`src/rtl/seg_scan_ctrl.sv`:
```
// Three-digit multiplexed 7-segment scan controller: drives each digit for CLK_DIV
// cycles, then darkens all anodes for BLANK_CYCLES so the segment mux can settle.
module seg_scan_ctrl #(
  parameter int CLK_DIV      = 100000,
  parameter int BLANK_CYCLES = 1000
) (
  input  logic       clk,
  input  logic       reset_n,
  input  logic       en,
  input  logic [2:0] blank_mask,
  output logic [1:0] select,
  output logic [3:0] an,
  output logic       frame_done
);

  localparam int CNT_MAX = (CLK_DIV > BLANK_CYCLES) ? CLK_DIV : BLANK_CYCLES;
  localparam int CNT_W   = (CNT_MAX > 1) ? $clog2(CNT_MAX) : 1;

  localparam logic [CNT_W-1:0] SHOW_LAST  = CNT_W'(CLK_DIV - 1);
  localparam logic [CNT_W-1:0] BLANK_LAST =
    (BLANK_CYCLES > 0) ? CNT_W'(BLANK_CYCLES - 1) : '0;

  typedef enum logic [1:0] {
    IDLE  = 2'd0,
    SHOW  = 2'd1,
    BLANK = 2'd2
  } state_t;

  state_t           state, state_nxt;
  logic [CNT_W-1:0] cnt, cnt_nxt;
  logic [1:0]       sel_nxt;
  logic [3:0]       an_nxt;
  logic             fd_nxt;
  logic             show_last, blank_last;

  assign show_last  = (cnt == SHOW_LAST);
  assign blank_last = (cnt == BLANK_LAST);

  // State, counter and registered outputs.
  // NOTE: sequential state uses non-blocking assignments so every register
  // updates from the values present before the edge, independent of order.
  always_ff @(posedge clk or negedge reset_n) begin
    if (!reset_n) begin
      state      <= IDLE;
      cnt        <= '0;
      select     <= 2'd0;
      an         <= 4'b1111;
      frame_done <= 1'b0;
    end else begin
      state      <= state_nxt;
      cnt        <= cnt_nxt;
      select     <= sel_nxt;
      an         <= an_nxt;
      frame_done <= fd_nxt;
    end
  end

  // Next-state logic; a low en overrides any terminal-count transition.
  // NOTE: every signal gets a default at the top of the block so no path
  // leaves it unassigned, which would otherwise infer a latch.
  always_comb begin
    state_nxt = state;
    cnt_nxt   = cnt;
    sel_nxt   = select;
    if (!en) begin
      state_nxt = IDLE;
      cnt_nxt   = '0;
      sel_nxt   = 2'd0;
    end else begin
      unique case (state)
        IDLE: begin
          state_nxt = SHOW;
          cnt_nxt   = '0;
          sel_nxt   = 2'd0;
        end
        SHOW: begin
          if (show_last) begin
            cnt_nxt   = '0;
            sel_nxt   = (select == 2'd2) ? 2'd0 : select + 2'd1;
            state_nxt = (BLANK_CYCLES > 0) ? BLANK : SHOW;
          end else begin
            cnt_nxt = cnt + CNT_W'(1);
          end
        end
        BLANK: begin
          if (blank_last) begin
            cnt_nxt   = '0;
            state_nxt = SHOW;
          end else begin
            cnt_nxt = cnt + CNT_W'(1);
          end
        end
        default: begin
          state_nxt = IDLE;
          cnt_nxt   = '0;
          sel_nxt   = 2'd0;
        end
      endcase
    end
  end

  // Output logic: anodes are decoded from the upcoming state and digit so the
  // registered an lines up cycle-for-cycle with state and select.
  always_comb begin
    an_nxt = 4'b1111;
    fd_nxt = en && (state == SHOW) && show_last && (select == 2'd2);
    if (state_nxt == SHOW) begin
      for (int i = 0; i < 3; i++) begin
        if (sel_nxt == 2'(i) && !blank_mask[i]) an_nxt[i] = 1'b0;
      end
    end
  end

endmodule

```
`config.mk`:
```
export PLATFORM = sky130hd
export DESIGN_NAME = seg_scan_ctrl
export DESIGN_NICKNAME = d
export VERILOG_FILES = /design/src/rtl/seg_scan_ctrl.sv
export SDC_FILE = /design/constraint.sdc
export NUM_CORES = 1
export LEC_CHECK = 0
export ABC_AREA = 0
export CAP_MARGIN = 30
export CORE_ASPECT_RATIO = 0.9
export CORE_UTILIZATION = 55
export CTS_BUF_LIST = sky130_fd_sc_hd__clkbuf_8
export DETAILED_ROUTE_END_ITERATION = 8
export HOLD_SLACK_MARGIN = 0.15
export PLACE_DENSITY = 0.84
export SLEW_MARGIN = 20
export SYNTH_ARGS = -nofsm -noshare
export SYNTH_HDL_FRONTEND = slang
export SYNTH_SLANG_ARGS = --single-unit
export TNS_END_PERCENT = 20
```
`constraint.sdc`:
```
create_clock -name clk -period 4.5 [get_ports clk]
set_input_delay 0.675 -clock clk [delete_from_list [all_inputs] [get_ports clk]]
set_output_delay 0.675 -clock clk [all_outputs]
set_load 0.05 [all_outputs]
```
== Word level (Yosys, flattened, before mapping) ==
Index checks and enable logic that the tools add are counted.

* Output and inout bits: 7
* Bits of input ports: 6
* Flip-flop bits (word level): 25
* Word-level logic and storage cells: 42

* Reductions and logical operators: 11
* Equal/unequal tests: 8
* $add $sub $neg: 2
* Mux-type cells: 16

{| class="wikitable"
|+ Operator list
! cell !! count
|-
| $mux W17 || 3
|-
| $pmux W17 S2 || 1
|-
| $add A17 B1 Y17 const B || 1
|-
| $eq A17 B10 Y1 const B || 1
|-
| $eq A17 B17 Y1 const B || 1
|-
| $mux W2 || 6
|-
| $eq A2 B1 Y1 const B || 3
|-
| $eq A2 B2 Y1 const B || 3
|-
| $logic_and A1 B1 Y1 || 6
|-
| $pmux W2 S3 || 1
|-
| $logic_not A2 Y1 || 2
|-
| $pmux W2 S2 || 1
|-
| $logic_not A1 Y1 || 3
|-
| $mux W1 || 3
|-
| $mux W3 || 1
|-
| $add A2 B1 Y2 const B || 1
|}

== Depth between registers and ports, before layout ==
Gate-level depths: netlist of run 1.

* Depth in word-level cells: 9
* Depth in mapped cells: 9
* Gate-level depth less buffers: 7

== Least setup slack after synthesis of run 1 ==
No wires, ideal clock.

* Path kind: reg-to-reg
* Start: reg cnt[0]
* End: reg an[2]
* Setup time: 0.094 ns
* Arrival: 2.036 ns
* Slack: 2.370 ns
* Clock period less this slack: 2.130 ns
* Stages on the path, launching flop included: 8
* Required time: 4.406 ns
* Path buffers: 1
* Path through: dfrtp_1 > ha_1 > and4_2 > and4_1 > buf_6 > mux2_4 > a21oi_4 > or4b_1

* Cells in the longest elaborated chain, start to end: 8
* Elaborated cells between the ends (all ways): 14
* Classes of those cells: 4 x eq/ne; 9 x mux; 1 x reduce/logical

{| class="wikitable"
|+ Ends and longest elaborated chain
! what !! RTL line !! RTL
|-
| start: declaration || 30 || <nowiki>logic [CNT_W-1:0] cnt, cnt_nxt;</nowiki>
|-
| start signal: assignment || 51 || <nowiki>cnt <= cnt_nxt;</nowiki>
|-
| $eq A17 B17 Y1 || 36 || <nowiki>assign show_last = (cnt == SHOW_LAST);</nowiki>
|-
| $mux W2 || 77 || <nowiki>if (show_last) begin</nowiki>
|-
| $pmux W2 S2 || 70 || <nowiki>unique case (state)</nowiki>
|-
| $mux W2 || 65 || <nowiki>if (!en) begin</nowiki>
|-
| net sel_nxt[1] || 31 || <nowiki>logic [1:0] sel_nxt;</nowiki>
|-
| $eq A2 B2 Y1 || 109 || <nowiki>if (sel_nxt == 2'(i) && !blank_mask[i]) an_nxt[i] = 1'b0;</nowiki>
|-
| $logic_and A1 B1 Y1 || 109 ||
|-
| $mux W1 || 109 ||
|-
| $mux W3 || 107 || <nowiki>if (state_nxt == SHOW) begin</nowiki>
|-
| net an_nxt[2] || 32 || <nowiki>logic [3:0] an_nxt;</nowiki>
|-
| end signal: assignment || 53 || <nowiki>an <= an_nxt;</nowiki>
|-
| end: declaration || 12 || <nowiki>output logic [3:0] an,</nowiki>
|}

The timed path passes the listed nets, and every way through them passes these cells.

== Worst setup path after layout of run 1 ==
* Start: reg an[2]
* End: out an[2]

No word-level cell between the ends.

==> run summary, run 1 <==
The cell count after placement came out at 171. The post-synthesis mux area share is 0.01855. The cell type with the largest total area after synthesis is dfrtp_1.

CTS built an H-tree with a depth of 1. The critical setup path kind is register to output port. The worst-case IR drop observed on VDD is 0.2673 mV. The number of diodes came out at 0. Of the total synthesized cell area, the portion taken by AND, OR, NAND and NOR gates is 0.2774.

The required time at the worst-slack endpoint is 3.83 ns. The final RePlAce weighted congestion is 0.8765. In this run the deepest clock path goes through 2 buffers.

In this run, post-CTS hold repair placed 0 buffers. The sum of overflow across all layers after global routing is 0. Once the clock tree was built, the setup fixing pass inserted 0 buffers. The number of detailed-routing iterations run before antenna repair came out at 4.

The overall power came out at 0.3916 mW. The cell area after synthesis came out at 1349 µm². The setup violation total in the final timing report came out at 0. Of the post-synthesis cell area, the dominant cell type holds 0.4082. At the pin with the least slew margin, the transition time is 0.5135 ns.

Clock latency on the worst-skew pair, taken at its later pin, is 0.27 ns. The placeable core region came out at 2242 µm². Dividing total power by cell area gives a power density of 256.1 nW/µm². The worst-case headroom to the max-slew limit is 0.6566. Once detailed placement completed, the half-perimeter wirelength came to 1727 µm. The largest individual stage delay along the critical path comes from the cell clkdlybuf4s50_1. The max-capacitance violation count is 0. Measured on the finished design, the core utilization comes to 0.6819.

The number of nets in the synthesized netlist is 147. The dominant combinational cell family by area after synthesis is simple AND/OR/NAND/NOR gates. The number of filler cells placed in the layout is 176.

In the final routed layout, each cell accounts on average for 13.96 µm. The register cell area after layout came out at 629.4 µm². The share of synthesized area occupied by flip-flops and latches came out at 0.4666. CTS placed an instance of clkbuf_8 at the clock tree root. TritonCTS built the clock tree.

For this configuration, the core starts out at a cell density of 0.6016. The floorplan step defined a die boundary enclosing 2655 µm². The worst hold path belongs to the class register to register. The accumulated negative setup slack came out at 0 ns. The number of cells upsized or downsized after cts is 0. The detailed router finished its first iteration with 30 violations. The signal on the critical path passes through clkdlybuf4s50_1. The critical path buffer and inverter count came out at 1. The cell count after synthesis came out at 136. The highest achievable clock rate came out at 441.3 MHz. The total clock buffers created by CTS came out at 3. 13 I/O pins were placed. Compared with the post-synthesis result, the final layout area differs by 13.36%.

Summing over every cut layer, the via total after detailed routing is 1007. The total detailed-routing wirelength is 2443 µm. The via count of the first global-routing pass is 982. The synthesized design contains 25 register bits.

The via density per instance is 5.754. The final antenna-violating net count is 0. In this run the core area contains 16 standard-cell rows. In the final layout, the share of cells above drive strength 1 is 0.09459. The area of the multi-input gates is 665.6 µm². Of the available clock period, the critical path in the final layout requires 0.5036. The shortest period the worst path allows is 2.266 ns. By area the synthesized netlist is led by dfrtp_1, nor2_1, dfstp_2. The pin count of the biggest net entering global routing came out at 18. The count of cells in the finished layout, fillers not included, comes to 175. The fraction of synthesized cell area in xor and xnor cells is 0.09740. STA classifies the critical path startpoint as a register.

The endpoint arrival time on the critical path came out at 1.59 ns. For this run, design rule violations remaining after detail routing come to 0. For this run, the leading register cell type out of synthesis is dfrtp_1.

The clock skew after layout is 0.001906 ns. The netlist uses 38 different library cells. The cell family contributing the most delay on the critical path is buffers and inverters. The initial antenna violation count is 0. The post-synthesis async set-or-reset flop share came out at 1.000. The number of port buffers came out at 11.

The static power due to leakage came out at 0.5954 nW. The Yosys step of the flow raised 0 warnings. After clock tree synthesis, the clock-pin slew on the worst setup and hold paths is 0.09 ns.

The global-route wire length before repair is 4064 µm. The y dimension of the die came out at 48.98 µm. The TritonCTS sink count is 25.

The final number of hold-violating endpoints is 0. The post-synthesis average cell area is 9.918 µm². The maximum fanout encountered on the critical timing path came out at 1.

Across every metal layer, demand over resource in global routing totals 0.2088. The floorplan step set the die width to 54.20 µm. The final-report max-slew violation count came out at 0. The endpoint type of the worst setup path is an output port.

The compound-cell area share of the yosys netlist came out at 0.05102. The longest individual stage delay on the worst path is 0.80 ns. Setup repair after global routing left no endpoint under its margin.

The adder-cell share of the synthesized area is 0.04638. The flow ran to the end, and the final reports show no timing, DRC or antenna violations. The net count reported at finish came out at 160. The number of flops mapped to enable cells by yosys is 0.
## state kept, by name, indices dropped and copies added, names as in the netlist
| register | cells |
|---|---|
| select | 2 |
| state | 2 |
| an | 3 |
| cnt | 17 |
| frame_done | 1 |
## cells by family after synthesis
family,count (synthesis)
compound gates,10
flops,25
other cells,1
buf+inv,11
simple gates,67
mux,2
xor+xnor,15
fa+ha+maj,5
## layout make-up
type / count / area share
multi-input combinational: 100 / 0.4354
sequential: 25 / 0.4116
timing repair buffer: 12 / 0.08183
clock buffer: 3 / 0.02700
tap: 27 / 0.02209
inverter: 7 / 0.01718
clock inverter: 1 / 0.004910
## cell usage after synthesis (3+ instances only)
cell	count
nor2_1	22
nor3_1	5
nand3_1	9
dfstp_2	3
o21ai_0	5
xor2_1	7
xnor2_1	8
inv_1	7
nand4_1	3
dfrtp_1	22
nand2_1	9
ha_1	5
## worst paths after layout
path	to	startpoint	slack (ns)	depth (start not counted)
max	an[2]	an[2]	2.23	1
min	cnt[0]	cnt[0]	0.49	1
max reg2reg	an[2]	cnt[0]	2.24	6
min reg2reg	cnt[0]	cnt[0]	0.49	1
max in group asynchronous	cnt[1]	reset_n	3.28	2
min in group asynchronous	state[1]	reset_n	0.74	1
## where the power goes
part / switching [mW] / total [mW] / internal, mW
Clock: 0.0733 / 0.136 / 0.0627
Combinational: 0.0175 / 0.0277 / 0.0102
Sequential: 0.00137 / 0.228 / 0.226
## metrics by stage
| step | worst slack (ns) | instance area, µm² | hold slack (ns) |
|---|---|---|---|
| 6_report | 2.234 | 1529 | 0.4901 |
| 5_1_grt | 2.142 | 1529 | 0.5331 |
| 4_1_cts | 2.227 | 1529 | 0.4912 |
| 3_5_place_dp | 2.277 | 1480 | 0.4783 |
| 3_3_place_gp | 2.334 | 1465 | 0.4675 |
| 2_1_floorplan | 2.370 | 1349 | 0.3794 |
## cells in the final DEF, fill, tap and decap left out, drive strengths merged, types with 3 or more instances in the layout
| cell | synthesis | final |
|---|---|---|
| nand2 | 9 | 9 |
| xnor2 | 8 | 8 |
| nand4 | 3 | 3 |
| o21ai | 5 | 5 |
| nor3 | 5 | 5 |
| inv | 7 | 7 |
| a21oi | 3 | 3 |
| dfstp | 3 | 3 |
| clkdlybuf4s50 | 0 | 11 |
| ha | 5 | 5 |
| nand3 | 9 | 9 |
| clkbuf | 1 | 3 |
| nor2 | 22 | 22 |
| dfrtp | 22 | 22 |
| xor2 | 7 | 7 |
## per-layer routing
| metal | global-route usage | up-vias | part of all wire |
|---|---|---|---|
| met5 | 0 | - | 0 |
| met4 | 0.05128 | 0 | 0.0045 |
| met3 | 0.05607 | 2 | 0.040 |
| met2 | 0.3537 | 23 | 0.51 |
| met1 | 0.2560 | 494 | 0.44 |
| li1 | - | 488 | - |
Power figures use the tool's default switching activity.
==> run 2: changes to the inputs <==
==> constraint.sdc (replaced) <==
create_clock -name clk -period 2.2 [get_ports clk]
set_input_delay 0.33 -clock clk [delete_from_list [all_inputs] [get_ports clk]]
set_output_delay 0.33 -clock clk [all_outputs]
set_load 0.05 [all_outputs]
==> run 2 against run 1 <==
  * Die area did not move
  * First-iteration DRC count fell by 50%
  * Clock skew rose by 0.0044 ns
  * Routed wire length rose by 7.8%
  * Clock-buffer cell count did not move
  * Sequential cell count did not move
  * Register-to-register slack got worse by 2.2 ns
  * Critical path depth rose by 4
  * Global-route usage rose by 1.9 points
  * Sequential share of layout area fell by 0.91 points
  * Critical path type is now register to register
  * Largest cell class unchanged
==> run summary, run 2 (synthesized netlist as in run 1, its figures left out) <==
The total clock buffers created by CTS came to 3 (unchanged). The die outline width is 54.20 µm (unchanged). The total number of vias is 1029 (was 1007). Largest regs: cnt: 17 flops, an: 3 flops (unchanged). The static power due to leakage is 0.6284 nW (was 0.5954 nW). The final setup slack of the worst path is 0.08060 ns (was 2.234 ns). The sum of overflow across all layers after global routing came out at 0 (unchanged). The final RePlAce weighted congestion was 0.8607 (was 0.8765). The HPWL after detailed placement is 1903 µm (was 1727 µm). Run status: complete, no violations (unchanged). Leading cell types in the layout, fill and taps excluded: nor2_1, dfrtp_1, clkdlybuf4s50_1 (unchanged). The number of port buffers came out at 11 (unchanged). The register containing the most flip-flops in the final layout is cnt (unchanged). The maximum clock insertion buffer count came to 2 (unchanged).

The net count reported at finish came out at 166 (was 160). The max-capacitance violation count was 0 (unchanged). The class of the tightest hold or removal check is input pin to async pin (was register to register). The period utilization came out at 0.9634. The path depth of the worst reg2reg path came out at 5 (was 6).

The wire length per cell after detailed routing is 14.55 µm (was 13.96 µm). The effective utilization at floorplan is 0.6016 (unchanged). The initial antenna violation count is 0 (unchanged). The library cell used most frequently in the layout, excluding fill and tap cells, is nor2_1. The insertion delay to the later sink of the worst-skew pair came out at 0.26 ns (was 0.27 ns). The number of top-level pins is 13 (unchanged). The via count of the first global-routing pass came out at 1041 (was 982). The required time at the worst-slack endpoint came to 2.38 ns (was 3.83 ns). The number of detailed-routing iterations run before antenna repair is 4 (unchanged). The placeable core region came out at 2242 µm² (unchanged). The number of flip-flops in the largest register is 17 (unchanged). The number of diodes came out at 0 (unchanged). The area growth from synthesis to final layout came out at 16.14% (was 13.36%).

The accumulated negative setup slack came out at 0 ns (unchanged). The endpoint type of the worst setup path is a register (was output port). The capturing instance or port of the critical path is an[2] (unchanged). The worst-case headroom to the max-slew limit came to 0.6655 (was 0.6566).

The final antenna-violating net count is 0 (unchanged). For the finished layout, the period the worst path requires is 2.119 ns. For this run, the top clock speed supported by timing is 471.8 MHz. The critical setup path kind is register to register (was register to output port). The cell at the root of the clock tree is clkbuf_8 (unchanged). The final-report max-slew violation count is 0 (unchanged). The type of origin of the critical path is a register (unchanged). The H-tree depth reported by CTS came to 1 (unchanged). The worst reg2reg path endpoint is an[2] (unchanged). The via density per instance came out at 5.685 (was 5.754). The maximum fanout encountered on the critical timing path came out at 6 (was 1). The areal power density over the cells came to 500.9 nW/µm² (was 256.1 nW/µm²).

The TritonCTS clock tree is done (unchanged). The share of layout cells above drive strength 1 is 0.1364 (was 0.09459). The pin count of the biggest net entering global routing is 26 (was 18). The setup violation total in the final timing report is 0 (unchanged). The start point of the critical path is cnt[12] (was an[2]). The setup slack at placement is 0.01908 ns (was 2.277 ns).

The global-route wire length before repair is 4464 µm (was 4064 µm). The y dimension of the die came out at 48.98 µm (unchanged). The clock skew after layout is 0.006260 ns (was 0.001906 ns).

The final number of hold-violating endpoints came out at 0 (unchanged). The endpoint arrival time on the critical path came out at 2.30 ns (was 1.59 ns). The number of DRC markers in iteration 0 is 15 (was 30). The TritonCTS sink count was 25 (unchanged). The floorplan die area is 2655 µm² (unchanged).

The number of design rule violations left after detail routing came out at 0 (unchanged). The count of hold buffers inserted by post-cts repair came out at 0 (unchanged). The worst voltage drop across the vdd grid is 0.4689 mV (was 0.2673 mV).

The setup slack of the worst register-to-register path came out at 0.08 ns (was 2.24 ns). The standard-cell row count is 16 (unchanged). The total detailed-routing wirelength came to 2633 µm (was 2443 µm). The clock-pin slew on the worst setup and hold paths was 0.09 ns (about the same). The actual transition at the worst max-transition pin is 0.5001 ns (was 0.5135 ns).

Setup repair after global routing missed its margin: no (unchanged). The startpoint of the worst-slack reg-to-reg timing path is cnt[12] (was cnt[0]). The overall global routing resource usage came out at 0.2278 (was 0.2088).
[run 2: layout make-up]
type                            instances  area, µm²
Multi-Input combinational cell        100      668.1
Tap cell                               27      33.78
Inverter                                7      26.28
Timing Repair Buffer                   18      162.7
Clock inverter                          1      3.754
Sequential cell                        25      630.6
Clock buffer                            3      41.29
Fill cell                             179      675.6
[run 2: critical path, stage by stage (launching register included)]
cell and delay [ns]:
dfrtp_2 0.46, nor4_4 0.31, and4_4 0.31, mux2_4 0.32, a21oi_4 0.16, or4b_1 0.47
[run 2: layer usage]
metal / part of all wire / track usage / vias to the layer above
li1: - / - / 497
met1: 0.40 / 0.2740 / 498
met2: 0.54 / 0.3963 / 32
met3: 0.049 / 0.05919 / 2
met4: 0.0061 / 0.04701 / 0
met5: 0 / 0 / -
[run 2: worst min path at each step]
stage,from,to,slack [ns],depth (start not counted)
final,reset_n,state[0],0.42,2
after global routing,reset_n,state[0],0.48,2
after CTS,reset_n,state[0],0.43,2
after detailed placement,cnt[0],cnt[0],0.49,1
after global placement,cnt[0],cnt[0],0.47,1
after floorplan,reset_n,cnt[0],0.03,0
[run 2: per-stage QoR]
stage / instance area, µm² / hold slack, ns / total power, mW / util / cells
6_report: 1567 / 0.4168 / 0.7846 / 0.6987 / 181
5_1_grt: 1567 / 0.4764 / 0.8187 / 0.6987 / 181
4_1_cts: 1556 / 0.4267 / 0.7921 / 0.6942 / 180
3_5_place_dp: 1510 / 0.4855 / 0.5313 / 0.6735 / 176
3_3_place_gp: 1510 / 0.4679 / 0.5287 / 0.6735 / 176
2_1_floorplan: 1349 / 0.03441 / 0.5054 / - / 136
[run 2: repair_timing]
item                                    in CTS  in global routing
buffers inserted                             0                  1
gates resized for setup                      1                  2
pin swaps                                    0                  1
endpoints found under the setup margin       1                  2
gates cloned                                 0                  0
[run 2: power by group]
| part | switching (mW) | total (mW) | internal, mW |
|---|---|---|---|
| clock network | 0.137 | 0.261 | 0.125 |
| logic | 0.0360 | 0.0571 | 0.0211 |
| registers | 0.00282 | 0.466 | 0.463 |
| total | 0.176 | 0.785 | 0.609 |
